### src/rtl/rv_mem_pkg.sv
// Shared types for the memory-port arbiter: response-stage states and port-select encoding.
package rv_mem_pkg;

  typedef enum logic [1:0] {
    RSP_NONE = 2'd0,
    RSP_IF   = 2'd1,
    RSP_D    = 2'd2,
    RSP_DERR = 2'd3
  } rsp_state_t;

  typedef enum logic {
    PORT_IF = 1'b0,
    PORT_D  = 1'b1
  } port_sel_t;

  // A data access is misaligned when its byte offset inside the word is non-zero.
  function automatic logic is_misaligned(input logic [1:0] byte_off);
    return (byte_off != 2'b00);
  endfunction

endpackage

### src/rtl/mem_port_arbiter_if.sv
// Bus bundle between the fetch/data requesters, the arbiter and the shared single-port memory.
interface mem_port_arbiter_if #(
  parameter int ADDR_W = 6,
  parameter int DATA_W = 32
) ();

  logic              if_req;
  logic [31:0]       if_addr;
  logic              if_gnt;
  logic              if_rvalid;
  logic [DATA_W-1:0] if_rdata;

  logic              d_req;
  logic              d_we;
  logic [31:0]       d_addr;
  logic [DATA_W-1:0] d_wdata;
  logic              d_gnt;
  logic              d_rvalid;
  logic [DATA_W-1:0] d_rdata;
  logic              d_err;

  logic              mem_ready;
  logic              mem_en;
  logic              mem_we;
  logic [ADDR_W-1:0] mem_addr;
  logic [DATA_W-1:0] mem_wdata;
  logic [DATA_W-1:0] mem_rdata;

  modport slave (
    input  if_req, if_addr, d_req, d_we, d_addr, d_wdata, mem_ready, mem_rdata,
    output if_gnt, if_rvalid, if_rdata, d_gnt, d_rvalid, d_rdata, d_err,
           mem_en, mem_we, mem_addr, mem_wdata
  );

  modport master (
    output if_req, if_addr, d_req, d_we, d_addr, d_wdata, mem_ready, mem_rdata,
    input  if_gnt, if_rvalid, if_rdata, d_gnt, d_rvalid, d_rdata, d_err,
           mem_en, mem_we, mem_addr, mem_wdata
  );

endinterface

### src/rtl/rr_arb2.sv
// Two-request round-robin picker; grants are combinational, last_grant is the only state.
module rr_arb2
  import rv_mem_pkg::*;
(
  input  logic clk,
  input  logic reset,
  input  logic en,
  input  logic req_if,
  input  logic req_d,
  output logic gnt_if,
  output logic gnt_d
);

  port_sel_t last_grant_r;

  // Pick a winner; on conflict the port that did not win most recently goes first.
  always_comb begin
    gnt_if = 1'b0;
    gnt_d  = 1'b0;
    if (en && !reset) begin
      if (req_if && req_d) begin
        if (last_grant_r == PORT_IF) begin
          gnt_d = 1'b1;
        end else begin
          gnt_if = 1'b1;
        end
      end else if (req_if) begin
        gnt_if = 1'b1;
      end else if (req_d) begin
        gnt_d = 1'b1;
      end else begin
        gnt_if = 1'b0;
        gnt_d  = 1'b0;
      end
    end else begin
      gnt_if = 1'b0;
      gnt_d  = 1'b0;
    end
  end

  // Remember which port won; fetch by default so data wins the first conflict.
  always_ff @(posedge clk or posedge reset) begin
    if (reset) begin
      last_grant_r <= PORT_IF;
    end else if (gnt_if) begin
      last_grant_r <= PORT_IF;
    end else if (gnt_d) begin
      last_grant_r <= PORT_D;
    end else begin
      last_grant_r <= last_grant_r;
    end
  end

endmodule

### src/rtl/mem_port_arbiter.sv
// Shares one synchronous-read memory between an instruction-fetch port and a data port,
// one access per cycle, with a one-cycle read response stage.
module mem_port_arbiter
  import rv_mem_pkg::*;
#(
  parameter int ADDR_W = 6,
  parameter int DATA_W = 32
) (
  input logic              clk,
  input logic              reset,
  mem_port_arbiter_if.slave bus
);

  localparam logic [DATA_W-1:0] ZERO_DATA = '0;
  localparam logic [ADDR_W-1:0] ZERO_ADDR = '0;

  logic       gnt_if_s;
  logic       gnt_d_s;
  logic       d_mis_s;
  rsp_state_t next_s;
  rsp_state_t state_r;
  logic       if_rvalid_r;
  logic       d_rvalid_r;
  logic       d_err_r;
  logic       unused_s;

  // Byte offsets and address bits above the memory size carry no meaning here.
  assign unused_s = ^{bus.if_addr[31:ADDR_W+2], bus.if_addr[1:0], bus.d_addr[31:ADDR_W+2]};
  assign d_mis_s  = is_misaligned(bus.d_addr[1:0]);

  rr_arb2 u_arb (
    .clk    (clk),
    .reset  (reset),
    .en     (bus.mem_ready),
    .req_if (bus.if_req),
    .req_d  (bus.d_req),
    .gnt_if (gnt_if_s),
    .gnt_d  (gnt_d_s)
  );

  // Steer the granted port onto the memory; misaligned data accesses never strobe it.
  always_comb begin
    bus.if_gnt    = gnt_if_s;
    bus.d_gnt     = gnt_d_s;
    bus.mem_en    = 1'b0;
    bus.mem_we    = 1'b0;
    bus.mem_addr  = ZERO_ADDR;
    bus.mem_wdata = ZERO_DATA;
    if (gnt_d_s) begin
      bus.mem_en    = !d_mis_s;
      bus.mem_we    = bus.d_we;
      bus.mem_addr  = bus.d_addr[ADDR_W+1:2];
      bus.mem_wdata = bus.d_wdata;
    end else if (gnt_if_s) begin
      bus.mem_en    = 1'b1;
      bus.mem_we    = 1'b0;
      bus.mem_addr  = bus.if_addr[ADDR_W+1:2];
      bus.mem_wdata = ZERO_DATA;
    end else begin
      bus.mem_en    = 1'b0;
    end
  end

  // Decide which response the next cycle owes.
  always_comb begin
    next_s = RSP_NONE;
    if (gnt_if_s) begin
      next_s = RSP_IF;
    end else if (gnt_d_s) begin
      if (d_mis_s) begin
        next_s = RSP_DERR;
      end else if (!bus.d_we) begin
        next_s = RSP_D;
      end else begin
        next_s = RSP_NONE;
      end
    end else begin
      next_s = RSP_NONE;
    end
  end

  // Response-stage FSM with its valid/error flags registered alongside.
  always_ff @(posedge clk or posedge reset) begin
    if (reset) begin
      state_r     <= RSP_NONE;
      if_rvalid_r <= 1'b0;
      d_rvalid_r  <= 1'b0;
      d_err_r     <= 1'b0;
    end else begin
      state_r     <= next_s;
      if_rvalid_r <= (next_s == RSP_IF);
      d_rvalid_r  <= (next_s == RSP_D) || (next_s == RSP_DERR);
      d_err_r     <= (next_s == RSP_DERR);
    end
  end

  // Read data passes through only in the owning response state; zero otherwise.
  always_comb begin
    bus.if_rvalid = if_rvalid_r;
    bus.d_rvalid  = d_rvalid_r;
    bus.d_err     = d_err_r;
    bus.if_rdata  = ZERO_DATA;
    bus.d_rdata   = ZERO_DATA;
    case (state_r)
      RSP_IF:   bus.if_rdata = bus.mem_rdata;
      RSP_D:    bus.d_rdata  = bus.mem_rdata;
      RSP_DERR: bus.d_rdata  = ZERO_DATA;
      RSP_NONE: bus.d_rdata  = ZERO_DATA;
      default:  bus.d_rdata  = ZERO_DATA;
    endcase
  end

endmodule

### src/flat_wrapper.sv
// flat-port wrapper written by rule: the top's interface ports become plain ports
module mem_port_arbiter_flat import rv_mem_pkg::*;
#(
  parameter int ADDR_W = 6,
  parameter int DATA_W = 32
)
  (clk, reset, bus_if_req, bus_if_addr, bus_d_req, bus_d_we, bus_d_addr, bus_d_wdata, bus_mem_ready, bus_mem_rdata, bus_if_gnt, bus_if_rvalid, bus_if_rdata, bus_d_gnt, bus_d_rvalid, bus_d_rdata, bus_d_err, bus_mem_en, bus_mem_we, bus_mem_addr, bus_mem_wdata);
  mem_port_arbiter_if #(.ADDR_W(ADDR_W), .DATA_W(DATA_W)) bus_i ();
  input logic clk;
  input logic reset;
  input wire logic [$bits(bus_i.if_req)-1:0] bus_if_req;
  input wire logic [$bits(bus_i.if_addr)-1:0] bus_if_addr;
  input wire logic [$bits(bus_i.d_req)-1:0] bus_d_req;
  input wire logic [$bits(bus_i.d_we)-1:0] bus_d_we;
  input wire logic [$bits(bus_i.d_addr)-1:0] bus_d_addr;
  input wire logic [$bits(bus_i.d_wdata)-1:0] bus_d_wdata;
  input wire logic [$bits(bus_i.mem_ready)-1:0] bus_mem_ready;
  input wire logic [$bits(bus_i.mem_rdata)-1:0] bus_mem_rdata;
  output wire logic [$bits(bus_i.if_gnt)-1:0] bus_if_gnt;
  output wire logic [$bits(bus_i.if_rvalid)-1:0] bus_if_rvalid;
  output wire logic [$bits(bus_i.if_rdata)-1:0] bus_if_rdata;
  output wire logic [$bits(bus_i.d_gnt)-1:0] bus_d_gnt;
  output wire logic [$bits(bus_i.d_rvalid)-1:0] bus_d_rvalid;
  output wire logic [$bits(bus_i.d_rdata)-1:0] bus_d_rdata;
  output wire logic [$bits(bus_i.d_err)-1:0] bus_d_err;
  output wire logic [$bits(bus_i.mem_en)-1:0] bus_mem_en;
  output wire logic [$bits(bus_i.mem_we)-1:0] bus_mem_we;
  output wire logic [$bits(bus_i.mem_addr)-1:0] bus_mem_addr;
  output wire logic [$bits(bus_i.mem_wdata)-1:0] bus_mem_wdata;
  assign bus_i.if_req = bus_if_req;
  assign bus_i.if_addr = bus_if_addr;
  assign bus_i.d_req = bus_d_req;
  assign bus_i.d_we = bus_d_we;
  assign bus_i.d_addr = bus_d_addr;
  assign bus_i.d_wdata = bus_d_wdata;
  assign bus_i.mem_ready = bus_mem_ready;
  assign bus_i.mem_rdata = bus_mem_rdata;
  assign bus_if_gnt = bus_i.if_gnt;
  assign bus_if_rvalid = bus_i.if_rvalid;
  assign bus_if_rdata = bus_i.if_rdata;
  assign bus_d_gnt = bus_i.d_gnt;
  assign bus_d_rvalid = bus_i.d_rvalid;
  assign bus_d_rdata = bus_i.d_rdata;
  assign bus_d_err = bus_i.d_err;
  assign bus_mem_en = bus_i.mem_en;
  assign bus_mem_we = bus_i.mem_we;
  assign bus_mem_addr = bus_i.mem_addr;
  assign bus_mem_wdata = bus_i.mem_wdata;
  mem_port_arbiter #(.ADDR_W(ADDR_W), .DATA_W(DATA_W)) u_core (.clk(clk), .reset(reset), .bus(bus_i));
endmodule
### config.mk
export PLATFORM = sky130hd
export DESIGN_NAME = mem_port_arbiter_flat
export DESIGN_NICKNAME = d
export VERILOG_FILES = /design/src/rtl/rv_mem_pkg.sv /design/src/rtl/mem_port_arbiter_if.sv /design/src/rtl/rr_arb2.sv /design/src/rtl/mem_port_arbiter.sv /design/src/flat_wrapper.sv
export SDC_FILE = /design/constraint.sdc
export NUM_CORES = 1
export LEC_CHECK = 0
export BUFFER_PORTS_ARGS = -buffer_cell sky130_fd_sc_hd__buf_2
export CAP_MARGIN = 20
export CORE_AREA = 2 2 95 97
export CTS_BUF_LIST = sky130_fd_sc_hd__clkbuf_4 sky130_fd_sc_hd__clkbuf_8
export DETAILED_ROUTE_END_ITERATION = 8
export DIE_AREA = 0 0 97 99
export SLEW_MARGIN = 20
export SYNTH_ARGS = -nofsm -noshare
export SYNTH_HDL_FRONTEND = slang
export SYNTH_SLANG_ARGS = --single-unit
export TNS_END_PERCENT = 10
### constraint.sdc
create_clock -name clk -period 3.7 [get_ports clk]
set_input_delay 1.11 -clock clk [delete_from_list [all_inputs] [get_ports clk]]
set_output_delay 1.11 -clock clk [all_outputs]
set_load 0.01 [all_outputs]
==> results.cfg, run 1 <==
[setup_path]
critical_path_buf_inv_count = 3
crit_fanout = 32
crit_path_frequent_cell = buf_2
critical_path.cell_chain = buf_2, nand3b_4, a21oi_4, buf_12, and2_1, buf_2
critPathLaunchType = input port
criticalPathCategory = in2out
cp-end-kind = output port
slowest_stage = a21oi_4
crit_required_ns = 2.59
critical-path-max-stage-delay_ns = 0.29
crit_family = buffers and inverters
arrival_ns = 2.17

[timing]
min_period_over_period = 0.8875
max_freq_mhz = 304.5
fin_setup_tns_ns = 0
rsz0062_at_grt = false
drv_slew = 0
layout_setup_ws_ns = 0.4162
setup_violations = 0
layout_min_cycle_time_ns = 3.284
finalHoldViolCount = 0
worst_pin_slew_ns = 0.5023
max-slew-margin-rel = 0.6651
fin_skew_ns = 0.001779

[routing]
via_count = 1615
ant_nets = 0
wirelength_mm = 4.541
dr.pass1.iters = 3
vias_per_cell = 3.738
met1_length_mm = 1.467
wl_met3_um = 729
top_layer = met4
wl_met2_mm = 2.314
wire_per_inst_um = 10.51
drc = 0
drt_iter0_drc = 9

[cts]
path_clk_slew_ns = 0.03
cts_setup_buffers = 0
hold_buffers = 0
cts_tree = yes
cts_buffer_depth = 2
cts_made_buffers = 3
clock-sinks = 5
ctsResizeCount = 0
ctsHtreeMaxLevel = 1
clk_root_buffer_cell = clkbuf_8
clk_latency_ns = 0.22

[yosys]
syn_area_per_cell_um2 = 7.266
syn_area_um2 = 980.9
yosysUniqueCellTypes = 18
yosysSeqAreaShare = 0.1276
synth_warnings = 0
syn-num-nets = 269
yosys_register_bits = 5
syn_inst = 135

[floorplan]
die_x_um = 97
coreArea_um2 = 8551
dieArea_um2 = 9603
num_rows = 34
die_h_um = 99
ios = 243
start_util = 0.1147

[final_layout]
nets = 459
layout-drive-gt1-share = 0.6296
synthToLayoutAreaGrowth_pct = 113.4
final_core_util = 0.2448
antenna_cells = 0
fillers = 962

[hold_path]
hold_path_class = reg2reg

[outcome]
status = complete, no violations

[global_route]
grt.overflow.total = 0
grt_pass1_wl_mm = 6.948
grt_pass1_vias = 1465
grt_usage = 0.08709
antenna_found_initial = 0
grt_max_degree = 33

[power_and_ir_drop]
power.density_nw_per_um2 = 161.6
ir_drop_v = 0.00007025
p_leak_nw = 1.408

[flow_run]
maxCapViolCount = 0

[place]
gp_congestion = 0.8170
dpl_worst_slack_ns = 0.3587
dp_hpwl_mm = 4.156
port_buffers = 192
## cells in the final DEF, fill, tap and decap left out, types with 2 or more instances in the layout
| master | instances |
|---|---|
| a21o_1 | 2 |
| a22o_1 | 6 |
| and2_1 | 98 |
| buf_2 | 192 |
| buf_4 | 2 |
| clkbuf_8 | 3 |
| dfrtp_1 | 5 |
| inv_1 | 2 |
| nor2b_1 | 2 |
## flip-flops by register name, summed over array words and instances, names as in the netlist
signal                     flops
u_core.bus.d_err               1
u_core.bus.d_rvalid            1
u_core.bus.if_rvalid           1
u_core.state_r                 1
u_core.u_arb.last_grant_r      1
## where the power goes
part	total (W)	internal (W)	switching (W)
Clock	0.000105	0.0000810	0.0000242
Sequential	0.0000648	0.0000599	0.00000492
Combinational	0.000168	0.0000870	0.0000812
## Yosys cell counts, drive strengths merged
cell type  count  share of area
and2          98           0.63
a22o           6          0.054
clkbuf         6          0.023
dfrtp          5           0.13
buf            4          0.046
a21oi          3          0.031
a21o           2          0.015
inv            2         0.0077
nand3b         2          0.028
nor2b          2          0.013
a21boi         1          0.011
nand2          1         0.0038
nor2           1         0.0038
o21ai          1         0.0051
or2            1         0.0064
## per-layer routing
layer | track usage | vias to the layer above
met1 | 0.08675 | 676
li1 | - | 793
met5 | 0 | -
met4 | 0.02275 | 0
met3 | 0.02837 | 2
met2 | 0.1725 | 144
## worst paths after layout
path	startpoint	end	slack [ns]	depth (start not counted)
setup / recovery	reset	bus_mem_wdata[23]	0.42	6
hold / removal	u_core.u_arb.last_grant_r	u_core.u_arb.last_grant_r	0.57	1
setup reg to reg	u_core.u_arb.last_grant_r	u_core.state_r[0]	2.55	3
hold reg to reg	u_core.u_arb.last_grant_r	u_core.u_arb.last_grant_r	0.57	1
max in group asynchronous	reset	u_core.bus.d_err	2.71	2
min in group asynchronous	reset	u_core.bus.if_rvalid	0.81	2
## area by class of cell
cell class,instances,area [µm²],area share
multi-input combinational,118,780.7,0.3730
inverter,2,7.507,0.003586
sequential,5,125.1,0.05977
timing repair buffer,195,996.0,0.4758
tap,108,135.1,0.06455
clock buffer,4,48.80,0.02331
## per-stage QoR
| step | hold WS, ns | std cells | area (µm²) | power (W) |
|---|---|---|---|---|
| 2_1_floorplan | 0.5381 | 135 | 980.9 | 0.0001440 |
| 4_1_cts | 0.5749 | 432 | 2093 | 0.0003441 |
| 3_3_place_gp | 0.5594 | 428 | 2044 | 0.0002326 |
| 5_1_grt | 0.6179 | 432 | 2093 | 0.0003640 |
| 6_report | 0.5717 | 432 | 2093 | 0.0003382 |
| 3_5_place_dp | 0.5775 | 428 | 2044 | 0.0002365 |
## cells by family after synthesis
| family | after synthesis | synth area share |
|---|---|---|
| compound gates | 13 | 0.1161 |
| buf+inv | 12 | 0.07653 |
| flops | 5 | 0.1276 |
| simple gates | 105 | 0.6798 |
(Power assumes the default switching activity.)
==> run 2, diff against run 1 <==
--- a/config.mk
+++ b/config.mk
@@ -5,12 +5,13 @@
 export SDC_FILE = /design/constraint.sdc
 export NUM_CORES = 1
 export LEC_CHECK = 0
+export ABC_AREA = 1
 export BUFFER_PORTS_ARGS = -buffer_cell sky130_fd_sc_hd__buf_2
 export CAP_MARGIN = 20
-export CORE_AREA = 2 2 95 97
+export CORE_AREA = 2 2 93 95
 export CTS_BUF_LIST = sky130_fd_sc_hd__clkbuf_4 sky130_fd_sc_hd__clkbuf_8
 export DETAILED_ROUTE_END_ITERATION = 8
-export DIE_AREA = 0 0 97 99
+export DIE_AREA = 0 0 95 97
 export SLEW_MARGIN = 20
 export SYNTH_ARGS = -nofsm -noshare
 export SYNTH_HDL_FRONTEND = slang
==> run 2 against run 1 <==
  * Cell count increased by 20%
  * Synthesized area increased by 7.7%
  * Cell area increased by 1.6%
  * Wire length increased by 1.7%
  * Critical path type unchanged
  * Largest cell class unchanged
  * Largest power group unchanged
  * Highest routed layer is now met5
==> results.cfg, run 2 <==
[routing]
drc = 0
ant_nets = 0
drt_iter0_drc = 31
via_count = 1878
wirelength_mm = 4.617
vias_per_cell = 3.625
dr.pass1.iters = 4
wire_per_inst_um = 8.913

[power_and_ir_drop]
seqPwrFrac = 0.180
switching_share = 0.3757
ir_drop_v = 0.00006916
p_clk_frac = 0.307
power.switching_w = 0.0001304
internal-power_w = 0.0002167
combinationalPowerShare = 0.513
p_leak_nw = 1.740
power.density_nw_per_um2 = 163.2

[timing]
setup_violations = 0
rsz0062_at_grt = false
layout_min_cycle_time_ns = 3.268
max_freq_mhz = 306.0
max-slew-margin-rel = 0.3362
min_period_over_period = 0.8832
fin_setup_tns_ns = 0
fin_skew_ns = 0.0005108
finalHoldViolCount = 0
worst_pin_slew_ns = 0.9932
drv_slew = 0

[cts]
clk_root_buffer_cell = clkbuf_8
cts_setup_buffers = 0
cts_buffer_depth = 2
clk_latency_ns = 0.22
clock-sinks = 5
cts_made_buffers = 3
hold_buffers = 0
path_clk_slew_ns = 0.03
ctsResizeCount = 0
ctsHtreeMaxLevel = 1
cts_tree = yes

[setup_path]
arrival_ns = 2.16
crit_required_ns = 2.59
slowest_stage = a21oi_4
r2r_cells = 6
r2r_setup_slack_ns = 2.50
crit_fanout = 35
cp-end-kind = output port
critical_path.cell_chain = buf_2, a21oi_4, nand2_4, nor2_1, buf_2
crit_family = simple AND/OR/NAND/NOR gates
criticalPathCategory = in2out
critical_path_buf_inv_count = 2
crit_path_frequent_cell = buf_2
timing.rr.start = u_core.u_arb.last_grant_r
reg2reg_to = u_core.state_r[0]
critPathLaunchType = input port
critical-path-max-stage-delay_ns = 0.29

[yosys]
synth_edf_count = 0
yosys_register_bits = 5
syn_inst = 227
syn_area_um2 = 1056
synth_top_area_frac = 0.3590
synthTopCellsByArea = nor2_1 36%, inv_1 27%, dfrtp_1 12%
synth-async-reset-ratio = 1.000
yosysMostFrequentCell = nor2_1
ys.flop_type = dfrtp_1
synth_warnings = 0
synth_area_leader_cell = nor2_1
yosysSeqAreaShare = 0.1185
syn_area_per_cell_um2 = 4.652
synth.top_cells.by_count = 101 x nor2_1, 76 x inv_1, 11 x nand2_1
yosysUniqueCellTypes = 14
syn-num-nets = 361

[final_layout]
final_common_cell = buf_2
synthToLayoutAreaGrowth_pct = 101.4
mostFrequentLayoutCells = 192 x buf_2, 101 x nor2_1, 76 x inv_1
nets = 547
layout-drive-gt1-share = 0.4927
fillers = 894
stdcell_area_um2 = 2127

[place]
dp_hpwl_mm = 4.021
placed_cell_area_um2 = 2076
port_buffers = 192
gp_congestion = 0.7082

[global_route]
grt_max_degree = 36
grt.overflow.total = 0
grt_pass1_vias = 1597
grt_usage = 0.08721
antenna_found_initial = 3
grt_pass1_wl_mm = 6.541

[hold_path]
hold_depth = 4
hold_start = u_core.u_arb.last_grant_r
whs_endpoint = u_core.u_arb.last_grant_r
hold_path_class = reg2reg

[floorplan]
die_x_um = 95
die_h_um = 97
coreArea_um2 = 8134
ios = 243
dieArea_um2 = 9215
num_rows = 33
start_util = 0.1298

[outcome]
status = complete, no violations

[flow_run]
maxCapViolCount = 0
==> run 2: metrics by stage <==
| step | instances | util | power (W) | setup WS, ns | hold WS (ns) |
|---|---|---|---|---|---|
| after CTS | 517 | 0.2612 | 0.0003538 | 0.3945 | 0.6561 |
| after detailed placement | 513 | 0.2552 | 0.0002439 | 0.3942 | 0.6513 |
| after global routing | 517 | 0.2612 | 0.0003788 | 0.3029 | 0.7284 |
| after global placement | 513 | 0.2552 | 0.0002409 | 0.4533 | 0.6351 |
| final | 518 | 0.2615 | 0.0003471 | 0.4323 | 0.6546 |
| after floorplan | 227 | - | 0.0001563 | 0.7168 | 0.6123 |
==> run 2: cell type report <==
class | count | area, µm² | share of cell area
antenna | 1 | 2.502 | 0.001176
clock buffer | 4 | 48.80 | 0.02294
inverter | 76 | 285.3 | 0.1341
multi-input combinational | 134 | 565.5 | 0.2659
sequential | 5 | 125.1 | 0.05882
tap | 105 | 131.4 | 0.06176
timing repair buffer | 193 | 968.4 | 0.4553
==> run 2: power by group through the flow <==
| stage | Clock [W] | Combinational [W] | Sequential, W |
|---|---|---|---|
| floorplan | 0 | 0.0000932 | 0.0000631 |
| global placement | 0 | 0.000178 | 0.0000628 |
| detailed placement | 0 | 0.000181 | 0.0000632 |
| CTS | 0.000110 | 0.000182 | 0.0000626 |
| global route | 0.000114 | 0.000202 | 0.0000629 |
| finish | 0.000107 | 0.000178 | 0.0000625 |
==> run 2: how the worst max path moves through the flow <==
stage          cells past startpoint        from                end
6_report                           5  bus_if_req  bus_mem_wdata[12]
5_1_grt                            5  bus_if_req  bus_mem_wdata[14]
4_1_cts                            5  bus_if_req  bus_mem_wdata[11]
3_5_place_dp                       5  bus_if_req  bus_mem_wdata[11]
3_3_place_gp                       5  bus_if_req         bus_mem_we
2_1_floorplan                      5  bus_if_req  bus_mem_wdata[23]
==> run 2: kinds of logic after synthesis <==
| family | synth area share |
|---|---|
| compound gates | 0.01541 |
| simple gates | 0.5201 |
| buf+inv | 0.3460 |
| flops | 0.1185 |
==> run 2: tightest hold or removal path, stage by stage (launching register included) <==
cell	delay (ns)
dfrtp_1	0.41
inv_1	0.08
nand2_1	0.05
inv_1	0.04
nor2_1	0.03
==> run 2: metal layers <==
layer / up-vias / wire (µm) / global-route usage
met3: 4 / 674 / 0.02882
li1: 988 / - / -
met1: 753 / 1644 / 0.08235
met4: 4 / 2 / 0.02007
met5: - / 17 / 0
met2: 129 / 2279 / 0.1746
